==> src/rtl/reg_wb_pkg.sv <==
// Shared defaults and drain-FSM encoding for the register writeback block.
//   WB_DEPTH / WB_DW / WB_AWW : default queue depth, data width, address width
//   drain_state_t             : drain FSM states (IDLE, WRITE, HOLD)
package reg_wb_pkg;

  localparam int unsigned WB_DEPTH = 4;
  localparam int unsigned WB_DW    = 32;
  localparam int unsigned WB_AWW   = 5;

  typedef enum logic [1:0] {
    DRAIN_IDLE  = 2'd0,
    DRAIN_WRITE = 2'd1,
    DRAIN_HOLD  = 2'd2
  } drain_state_t;

endpackage

==> src/rtl/wb_fifo.sv <==
// Result queue for reg_writeback: circular buffer with two push ports
// (push0 is older than push1 when both fire) and one pop port.
// Ports:
//   clk, rst_n                 : clock, synchronous active-low reset
//   push0/push0_dest/push0_data: first enqueue port
//   push1/push1_dest/push1_data: second enqueue port (lands after push0)
//   pop                        : drop the head entry
//   head_dest/head_data        : head entry contents
//   head_ptr                   : index of the oldest entry
//   count                      : number of valid entries
//   ent_valid/ent_dest/ent_data: per-entry state for forwarding lookup
module wb_fifo
  import reg_wb_pkg::*;
#(
  parameter int unsigned  DEPTH = WB_DEPTH,
  parameter int unsigned  DW    = WB_DW,
  parameter int unsigned  AWW   = WB_AWW,
  localparam int unsigned PW    = $clog2(DEPTH),
  localparam int unsigned CW    = PW + 1
) (
  input  logic                      clk,
  input  logic                      rst_n,
  input  logic                      push0,
  input  logic [AWW-1:0]            push0_dest,
  input  logic [DW-1:0]             push0_data,
  input  logic                      push1,
  input  logic [AWW-1:0]            push1_dest,
  input  logic [DW-1:0]             push1_data,
  input  logic                      pop,
  output logic [AWW-1:0]            head_dest,
  output logic [DW-1:0]             head_data,
  output logic [PW-1:0]             head_ptr,
  output logic [CW-1:0]             count,
  output logic [DEPTH-1:0]          ent_valid,
  output logic [DEPTH-1:0][AWW-1:0] ent_dest,
  output logic [DEPTH-1:0][DW-1:0]  ent_data
);

  logic [PW-1:0] wr_ptr;
  logic [PW-1:0] rd_ptr;
  logic [PW-1:0] slot1;

  // push1 takes the slot after push0 only when push0 is also writing
  assign slot1 = push0 ? wr_ptr + PW'(1) : wr_ptr;

  always_ff @(posedge clk) begin
    if (!rst_n) begin
      wr_ptr    <= '0;
      rd_ptr    <= '0;
      count     <= '0;
      ent_valid <= '0;
    end else begin
      if (pop) begin
        ent_valid[rd_ptr] <= 1'b0;
        rd_ptr            <= rd_ptr + PW'(1);
      end
      if (push0) ent_valid[wr_ptr] <= 1'b1;
      if (push1) ent_valid[slot1]  <= 1'b1;
      wr_ptr <= wr_ptr + PW'(push0) + PW'(push1);
      count  <= count + CW'(push0) + CW'(push1) - CW'(pop);
    end
  end

  always_ff @(posedge clk) begin
    if (push0) begin
      ent_dest[wr_ptr] <= push0_dest;
      ent_data[wr_ptr] <= push0_data;
    end
    if (push1) begin
      ent_dest[slot1] <= push1_dest;
      ent_data[slot1] <= push1_data;
    end
  end

  assign head_dest = ent_dest[rd_ptr];
  assign head_data = ent_data[rd_ptr];
  assign head_ptr  = rd_ptr;

endmodule

==> src/rtl/reg_writeback.sv <==
// Register-file writeback stage. Accepts ALU and load results, queues them
// in acceptance order (load before ALU when both fire) and drains one per
// cycle into registered register-file write outputs. Also provides a
// combinational forwarding lookup over the queue and the output register.
// Ports:
//   clk, rst_n                         : clock, synchronous active-low reset
//   alu_valid/alu_dest/alu_data/alu_ready : ALU result channel
//   mem_valid/mem_dest/mem_data/mem_ready : load result channel
//   hold                               : suspend draining
//   RegWrite/AW/WriteData              : registered register-file write port
//   RA1/RA2, fwdN_hit/fwdN_data        : forwarding lookup
//   count, empty                       : queue occupancy, fully idle flag
module reg_writeback
  import reg_wb_pkg::*;
#(
  parameter int unsigned DEPTH = WB_DEPTH,
  parameter int unsigned DW    = WB_DW,
  parameter int unsigned AWW   = WB_AWW
) (
  input  logic                   clk,
  input  logic                   rst_n,
  input  logic                   alu_valid,
  input  logic [AWW-1:0]         alu_dest,
  input  logic [DW-1:0]          alu_data,
  output logic                   alu_ready,
  input  logic                   mem_valid,
  input  logic [AWW-1:0]         mem_dest,
  input  logic [DW-1:0]          mem_data,
  output logic                   mem_ready,
  input  logic                   hold,
  output logic                   RegWrite,
  output logic [AWW-1:0]         AW,
  output logic [DW-1:0]          WriteData,
  input  logic [AWW-1:0]         RA1,
  input  logic [AWW-1:0]         RA2,
  output logic                   fwd1_hit,
  output logic                   fwd2_hit,
  output logic [DW-1:0]          fwd1_data,
  output logic [DW-1:0]          fwd2_data,
  output logic [$clog2(DEPTH):0] count,
  output logic                   empty
);

  localparam int unsigned PW = $clog2(DEPTH);
  localparam int unsigned CW = PW + 1;

  drain_state_t state, state_nxt;

  logic                      pop;
  logic                      mem_fire, alu_fire;
  logic                      push0, push1;
  logic [CW-1:0]             free;
  logic [AWW-1:0]            head_dest;
  logic [DW-1:0]             head_data;
  logic [PW-1:0]             head_ptr;
  logic [DEPTH-1:0]          ent_valid;
  logic [DEPTH-1:0][AWW-1:0] ent_dest;
  logic [DEPTH-1:0][DW-1:0]  ent_data;
  logic [PW-1:0]             idx;

  // Readiness looks only at the current occupancy; a pop this cycle does not
  // free a slot for this cycle's pushes.
  assign free      = CW'(DEPTH) - count;
  assign mem_ready = rst_n && (free != '0);
  assign alu_ready = rst_n && ((free >= CW'(2)) || ((free == CW'(1)) && !mem_valid));

  assign mem_fire = mem_valid && mem_ready;
  assign alu_fire = alu_valid && alu_ready;

  // Writes to r0 are accepted but dropped here.
  assign push0 = mem_fire && (mem_dest != '0);
  assign push1 = alu_fire && (alu_dest != '0);

  wb_fifo #(
    .DEPTH (DEPTH),
    .DW    (DW),
    .AWW   (AWW)
  ) u_fifo (
    .clk        (clk),
    .rst_n      (rst_n),
    .push0      (push0),
    .push0_dest (mem_dest),
    .push0_data (mem_data),
    .push1      (push1),
    .push1_dest (alu_dest),
    .push1_data (alu_data),
    .pop        (pop),
    .head_dest  (head_dest),
    .head_data  (head_data),
    .head_ptr   (head_ptr),
    .count      (count),
    .ent_valid  (ent_valid),
    .ent_dest   (ent_dest),
    .ent_data   (ent_data)
  );

  always_ff @(posedge clk) begin
    if (!rst_n) state <= DRAIN_IDLE;
    else        state <= state_nxt;
  end

  always_comb begin
    state_nxt = state;
    case (state)
      DRAIN_IDLE: begin
        if (hold)               state_nxt = DRAIN_HOLD;
        else if (count != '0)   state_nxt = DRAIN_WRITE;
      end
      DRAIN_WRITE: begin
        if (hold)               state_nxt = DRAIN_HOLD;
        else if (count == '0)   state_nxt = DRAIN_IDLE;
      end
      DRAIN_HOLD: begin
        if (hold)               state_nxt = DRAIN_HOLD;
        else if (count != '0)   state_nxt = DRAIN_WRITE;
        else                    state_nxt = DRAIN_IDLE;
      end
      default:                  state_nxt = DRAIN_IDLE;
    endcase
  end

  // Entering WRITE is what moves the head into the output registers.
  assign pop = (state_nxt == DRAIN_WRITE);

  always_ff @(posedge clk) begin
    if (!rst_n) begin
      RegWrite  <= 1'b0;
      AW        <= '0;
      WriteData <= '0;
    end else if (pop) begin
      RegWrite  <= 1'b1;
      AW        <= head_dest;
      WriteData <= head_data;
    end else begin
      RegWrite  <= 1'b0;
    end
  end

  assign empty = (count == '0) && !RegWrite;

  // Output register is older than anything queued; queue is scanned
  // oldest-to-youngest so the last match wins.
  always_comb begin
    fwd1_hit  = 1'b0;
    fwd1_data = '0;
    fwd2_hit  = 1'b0;
    fwd2_data = '0;
    idx       = '0;
    if (RegWrite && (AW == RA1)) begin
      fwd1_hit  = 1'b1;
      fwd1_data = WriteData;
    end
    if (RegWrite && (AW == RA2)) begin
      fwd2_hit  = 1'b1;
      fwd2_data = WriteData;
    end
    for (int unsigned i = 0; i < DEPTH; i++) begin
      idx = head_ptr + PW'(i);
      if (ent_valid[idx] && (ent_dest[idx] == RA1)) begin
        fwd1_hit  = 1'b1;
        fwd1_data = ent_data[idx];
      end
      if (ent_valid[idx] && (ent_dest[idx] == RA2)) begin
        fwd2_hit  = 1'b1;
        fwd2_data = ent_data[idx];
      end
    end
    if ((RA1 == '0) || !rst_n) begin
      fwd1_hit  = 1'b0;
      fwd1_data = '0;
    end
    if ((RA2 == '0) || !rst_n) begin
      fwd2_hit  = 1'b0;
      fwd2_data = '0;
    end
  end

endmodule

==> config.mk <==
export PLATFORM = sky130hd
export DESIGN_NAME = reg_writeback
export DESIGN_NICKNAME = d
export VERILOG_FILES = /design/src/rtl/reg_wb_pkg.sv /design/src/rtl/wb_fifo.sv /design/src/rtl/reg_writeback.sv
export SDC_FILE = /design/constraint.sdc
export NUM_CORES = 1
export LEC_CHECK = 0
export BUFFER_PORTS_ARGS = -buffer_cell sky130_fd_sc_hd__buf_2
export CAP_MARGIN = 0
export CORE_ASPECT_RATIO = 1.75
export CORE_MARGIN = 2
export CORE_UTILIZATION = 40
export DETAILED_ROUTE_END_ITERATION = 12
export PLACE_DENSITY = 0.56
export SLEW_MARGIN = 10
export SYNTH_ARGS = -nofsm -noshare
export SYNTH_HDL_FRONTEND = slang
export SYNTH_SLANG_ARGS = --single-unit
export TNS_END_PERCENT = 1
==> constraint.sdc <==
create_clock -name clk -period 15 [get_ports clk]
set_input_delay 1.5 -clock clk [delete_from_list [all_inputs] [get_ports clk]]
set_output_delay 1.5 -clock clk [all_outputs]
set_load 0.05 [all_outputs]
==> impl_metrics.ini, run 1 <==
[finish]
design_area_um2 = 17400
area_growth_pct = 10.8
fin_util = 0.447
final_cells = 2391
nNetsFinal = 1991
drive_gt1_frac = 0.214

[timing]
holdWs_ns = 0.479
setup_viol = 0
tns_ns = 0
relSlewSlack = 0.193
max_freq_mhz = 136
clock_skew_ns = 0.0150
period_needed_ns = 7.33
maxSlewViolCount = 0
post-route-period-util = 0.489
hold_violations = 0
rsz0062_at_grt = no
worst_pin_slew_ns = 1.21

[cts]
cts_resized = 0
clock_latency_ns = 0.46
clockRootBuffer = clkbuf_16
cts_tree = yes
clock_path_buffers = 2
cts_buffers = 17
holdBufCountCts = 0
post_cts_buffers = 0
clkTransAtPathRegs_ns = 0.08
numClockSinks = 199
htree_num_levels = 4

[detailed_routing]
vias = 15200
first_iter_violations = 1256
wire_per_inst_um = 25.6
drt_pre_antenna_iters = 6
drc = 0
viasPerCell = 6.35
drtAntennaViolNets = 0
drt_wl_total_um = 61200

[yosys]
ys_warn_count = 0
synth.net_count = 1930
synth-edff-count = 0
ys_seq_area_frac = 0.254
syn_inst = 1823
yosysTopAreaCell = dfxtp_1
ys_async_sr_fraction = 0
synth.area.top_cells = dfxtp_1 (25%), mux2i_1 (14%), mux4_2 (12%), a21oi_1 (5.3%), nand2_1 (4.8%)
syn_area_per_cell_um2 = 8.60
netlist_area_um2 = 15700
synth_seq_cells = 199
yosys.area.top_type_share = 0.254
ys_types = 67
synth-main-ff-cell = dfxtp_1

[setup_path]
cp-end-kind = output port
worst-path-max-fanout = 44
worstSetupPathType = register to output port
start_kind = register
required_ns = 13.50
cp.arrival_ns = 5.83

[placement]
place.gp.congestion = 0.954
placed_area_um2 = 16800
port_buffers = 198
dp_hpwl_um = 42300
place_inst = 2355

[die]
fp.dieH_um = 266
die_w_um = 154
core-area_um2 = 38900
die_area_um2 = 40900
start_util = 0.403
io_pins = 199
rows = 96

[power_and_ir_drop]
leakage_uw = 0.00710
ir_drop_v = 0.000138
powerDensity_nw_per_um2 = 204

[global_routing]
grt.overflow.total = 0
grt_max_degree = 125
antenna_found_initial = 5
grt_pass1_wl_um = 91700
grt_pass1_vias = 14800
track_usage = 0.293

[run_status]
status = complete, no violations

[job]
max-cap-violations = 0

[worst_hold_path]
hp-class = register to register
## final cells by class
cell class | count | area (um^2)
repair buffers | 230 | 1240
flip-flops and latches | 199 | 3990
diodes | 4 | 10.0
well taps | 490 | 613
multi-input cells | 1421 | 10900
clock inverters | 10 | 109
fillers | 3970 | 21500
clock buffers | 22 | 484
inverters | 15 | 56.3
## critical path, stage by stage (launching register included)
cell and delay [ns]:
dfxtp_4 0.73, buf_4 0.63, mux4_2 0.49, xnor2_2 0.76, and2_1 0.71, and2_1 1.04, a221oi_1 0.25, o31ai_1 0.39
buf_2 0.34
## power by group
part	internal (uW)	switching (uW)	leakage (uW)
registers	778	303	0.00166
logic	800	1190	0.00515
clock network	251	230	0.000291
## per-layer routing
layer / track usage / routed length (um) / vias to the layer above
met1: 0.325 / 22200 / 7334
li1: - / - / 6928
met3: 0.0454 / 3860 / 195
met5: 0 / 0 / -
met4: 0.201 / 4480 / 0
met2: 0.512 / 30700 / 721
## state kept, by name (all words and copies together) (netlist names)
name,flops
u_fifo.ent_data,128
WriteData,32
u_fifo.ent_dest,20
AW,5
u_fifo.ent_valid,4
u_fifo.count,3
state,2
u_fifo.head_ptr,2
u_fifo.wr_ptr,2
RegWrite,1
## final timing paths
kind,startpoint,to,slack (ns),cells past startpoint
worst max-delay path,u_fifo.head_ptr[1]$_SDFFE_PN0N_,fwd2_data[28],7.67,8
worst min-delay path,state[0]$_SDFF_PN0_,state[1]$_SDFF_PN0_,0.48,1
worst max register to register,u_fifo.count[1]$_SDFF_PN0_,u_fifo.count[2]$_SDFF_PN0_,11.70,12
worst min register to register,state[0]$_SDFF_PN0_,state[1]$_SDFF_PN0_,0.48,1
## cells in the mapped netlist, drive strengths merged (22+ instances only)
| library cell | count |
|---|---|
| a2111oi | 57 |
| a21oi | 168 |
| a22oi | 30 |
| and2 | 28 |
| buf | 71 |
| clkbuf | 117 |
| dfxtp | 199 |
| mux2 | 31 |
| mux2i | 221 |
| mux4 | 88 |
| nand2 | 203 |
| nand3 | 64 |
| nand3b | 29 |
| nor2 | 119 |
| o21ai | 153 |
| or3 | 30 |
| xnor2 | 31 |
| xor2 | 22 |
## placed cells by master, fill, tap and decap left out, drive strengths merged, types with 4 or more instances in the layout
master,instances
a2111oi,57
a21oi,168
a221oi,18
a22oi,30
and2,28
and3,6
buf,230
clkbuf,22
clkinv,5
dfxtp,199
diode,4
ha,15
inv,18
mux2,31
mux2i,221
mux4,88
nand2,203
nand3,64
nand3b,29
nand4,6
nor2,119
nor2b,4
nor3,7
nor4,8
o21ai,153
o22ai,18
o2bb2ai,14
o31ai,16
or3,30
or4,4
xnor2,31
xor2,22
## metrics by stage
| stage | total power (uW) | setup WS (ns) |
|---|---|---|
| global route | 3760 | 7.54 |
| detailed placement | 3050 | 8.30 |
| finish | 3550 | 7.67 |
| floorplan | 2480 | 7.06 |
| CTS | 3540 | 7.79 |
| global placement | 3000 | 8.37 |
## cells by family after synthesis
group / count (synthesis) / share of synthesized area
simple gates: 519 / 0.156
fa+ha+maj: 18 / 0.0158
buf+inv: 203 / 0.0590
mux: 340 / 0.292
flops: 199 / 0.254
xor+xnor: 53 / 0.0310
compound gates: 491 / 0.193
No activity file was read; power rests on OpenSTA's default activity.
==> run 2, diff against run 1 <==
==> constraint.sdc (replaced) <==
create_clock -name clk -period 6.75 [get_ports clk]
set_input_delay 0.675 -clock clk [delete_from_list [all_inputs] [get_ports clk]]
set_output_delay 0.675 -clock clk [all_outputs]
set_load 0.05 [all_outputs]
==> run 2 against run 1 <==
Flip-flop and latch count did not move. Clock power rose by 120%. Worst hold slack got worse by 0.030 ns. Power rose by 120%. Die area did not move. Wire length barely moved.
==> impl_metrics.ini, run 2 (synthesis results as in run 1) <==
[run_status]
status = complete, no violations

[cts]
cts_tree = yes
holdBufCountCts = 0
htree_num_levels = 4
clockRootBuffer = clkbuf_16
cts_resized = 0
clock_path_buffers = 2
numClockSinks = 199
post_cts_buffers = 0
cts_buffers = 17
clkTransAtPathRegs_ns = 0.08
clock_latency_ns = 0.46

[finish]
largest_reg_flops = 128
fillers = 3921
area_growth_pct = 11.2
most-common-layout-cells = mux2i_1 (220), nand2_1 (198), buf_2 (198)
drive_gt1_frac = 0.216
final_common_cell = mux2i_1
largest-register = u_fifo.ent_data
reg_top3 = u_fifo.ent_data x128, WriteData x32, u_fifo.ent_dest x20
nNetsFinal = 1995

[die]
die_w_um = 154
rows = 96
fp.dieH_um = 266
start_util = 0.403
die_area_um2 = 40900
io_pins = 199
core-area_um2 = 38900

[global_routing]
antenna_found_initial = 5
grt_max_degree = 132
grt.overflow.total = 0
track_usage = 0.295
grt_pass1_wl_um = 92100
grt_pass1_vias = 14600

[setup_path]
critical_path.slowest_cell = a2111oi_0
path_cells = inv_1 -> ha_2 -> mux4_2 -> xor2_1 -> a21oi_1 -> and3_1 -> buf_4 -> a2111oi_0 -> a2111oi_0 -> buf_2
path_buf_inv = 3
worst-path-max-fanout = 28
cp-end-kind = output port
timing.rr.end = u_fifo.count[2]$_SDFF_PN0_
worstSetupPathType = register to output port
cp.arrival_ns = 5.30
critPathMaxStageDelay_ns = 0.86
worstReg2RegStart = u_fifo.count[0]$_SDFF_PN0_
r2r_slack_ns = 3.45
crit_top_cell = a2111oi_0
start_kind = register
crit_family = compound AO/OA/AOI/OAI gates
required_ns = 6.07
reg2regPathDepth = 12

[worst_hold_path]
worstHoldPathCells = 3
holdPathEnd = state[1]$_SDFF_PN0_
hp-class = primary input to register
min_from = hold

[detailed_routing]
drt_pre_antenna_iters = 8
drt_wl_total_um = 61200
vias = 15100
drc = 0
viasPerCell = 6.32
highest_layer = met4
met3_length_um = 3330
wl_met2_um = 30500
first_iter_violations = 1053
met1Wirelength_um = 23000
wire_per_inst_um = 25.5
drtAntennaViolNets = 0

[timing]
hold_violations = 0
relSlewSlack = 0.322
holdWs_ns = 0.449
max_freq_mhz = 167
worst_pin_slew_ns = 1.01
rsz0062_at_grt = no
period_needed_ns = 5.98
clock_skew_ns = 0.00689
maxSlewViolCount = 0
post-route-period-util = 0.885
setup_viol = 0
setup_slack_ns = 0.773

[power_and_ir_drop]
powerDensity_nw_per_um2 = 453
ir_drop_v = 0.000228
leakage_uw = 0.00715

[placement]
dp_hpwl_um = 41900
dpl_worst_slack_ns = 1.38
port_buffers = 198
place.gp.congestion = 0.955

[job]
max-cap-violations = 0
## run 2: worst register-to-register path: cells and delay by family (launching register included)
family,cells,cell delay [ns]
xor+xnor,1,0.16
buf+inv,3,0.30
fa+ha+maj,5,1.69
simple gates,1,0.05
compound gates,2,0.56
flops,1,0.42
## run 2: routing by layer
layer / vias up / track usage
met1: 7375 / 0.342
met4: 0 / 0.205
met3: 178 / 0.0390
met5: - / 0
met2: 657 / 0.503
li1: 6931 / -
## run 2: worst max path at each step
| stage | from | endpoint | depth (start not counted) |
|---|---|---|---|
| 4_1_cts | u_fifo.head_ptr[0]$_SDFFE_PN0N_ | fwd1_data[10] | 10 |
| 3_5_place_dp | u_fifo.head_ptr[0]$_SDFFE_PN0N_ | fwd1_data[10] | 10 |
| 6_report | u_fifo.head_ptr[0]$_SDFFE_PN0N_ | fwd1_data[9] | 10 |
| 3_3_place_gp | u_fifo.head_ptr[0]$_SDFFE_PN0N_ | fwd1_data[10] | 10 |
| 2_1_floorplan | u_fifo.head_ptr[0]$_SDFFE_PN0N_ | fwd1_data[28] | 19 |
| 5_1_grt | u_fifo.head_ptr[0]$_SDFFE_PN0N_ | fwd1_data[17] | 11 |
## run 2: layout make-up
type	count	area (um^2)	share of cell area
Sequential cell	199	3990	0.229
Timing Repair Buffer	234	1290	0.0737
Multi-Input combinational cell	1421	10900	0.625
Tap cell	490	613	0.0351
Inverter	15	56.3	0.00323
Clock buffer	18	439	0.0252
Antenna cell	5	12.5	0.000717
Clock inverter	14	143	0.00818
## run 2: power breakdown
part	internal (uW)	switching, uW	leakage [uW]	total (uW)
registers	1730	649	0.00166	2380
logic	1790	2660	0.00520	4460
clock network	530	533	0.000284	1060
## run 2: per-stage QoR
stage / util / setup TNS, ns / std cells / total power [uW] / instance area, um^2
detailed placement: 0.433 / 0 / 2359 / 6800 / 16800
global route: 0.448 / 0 / 2396 / 8380 / 17400
finish: 0.448 / 0 / 2396 / 7900 / 17400
global placement: 0.433 / 0 / 2359 / 6720 / 16800
floorplan: - / -4.20 / 1823 / 5500 / 15700
CTS: 0.448 / 0 / 2391 / 7870 / 17400
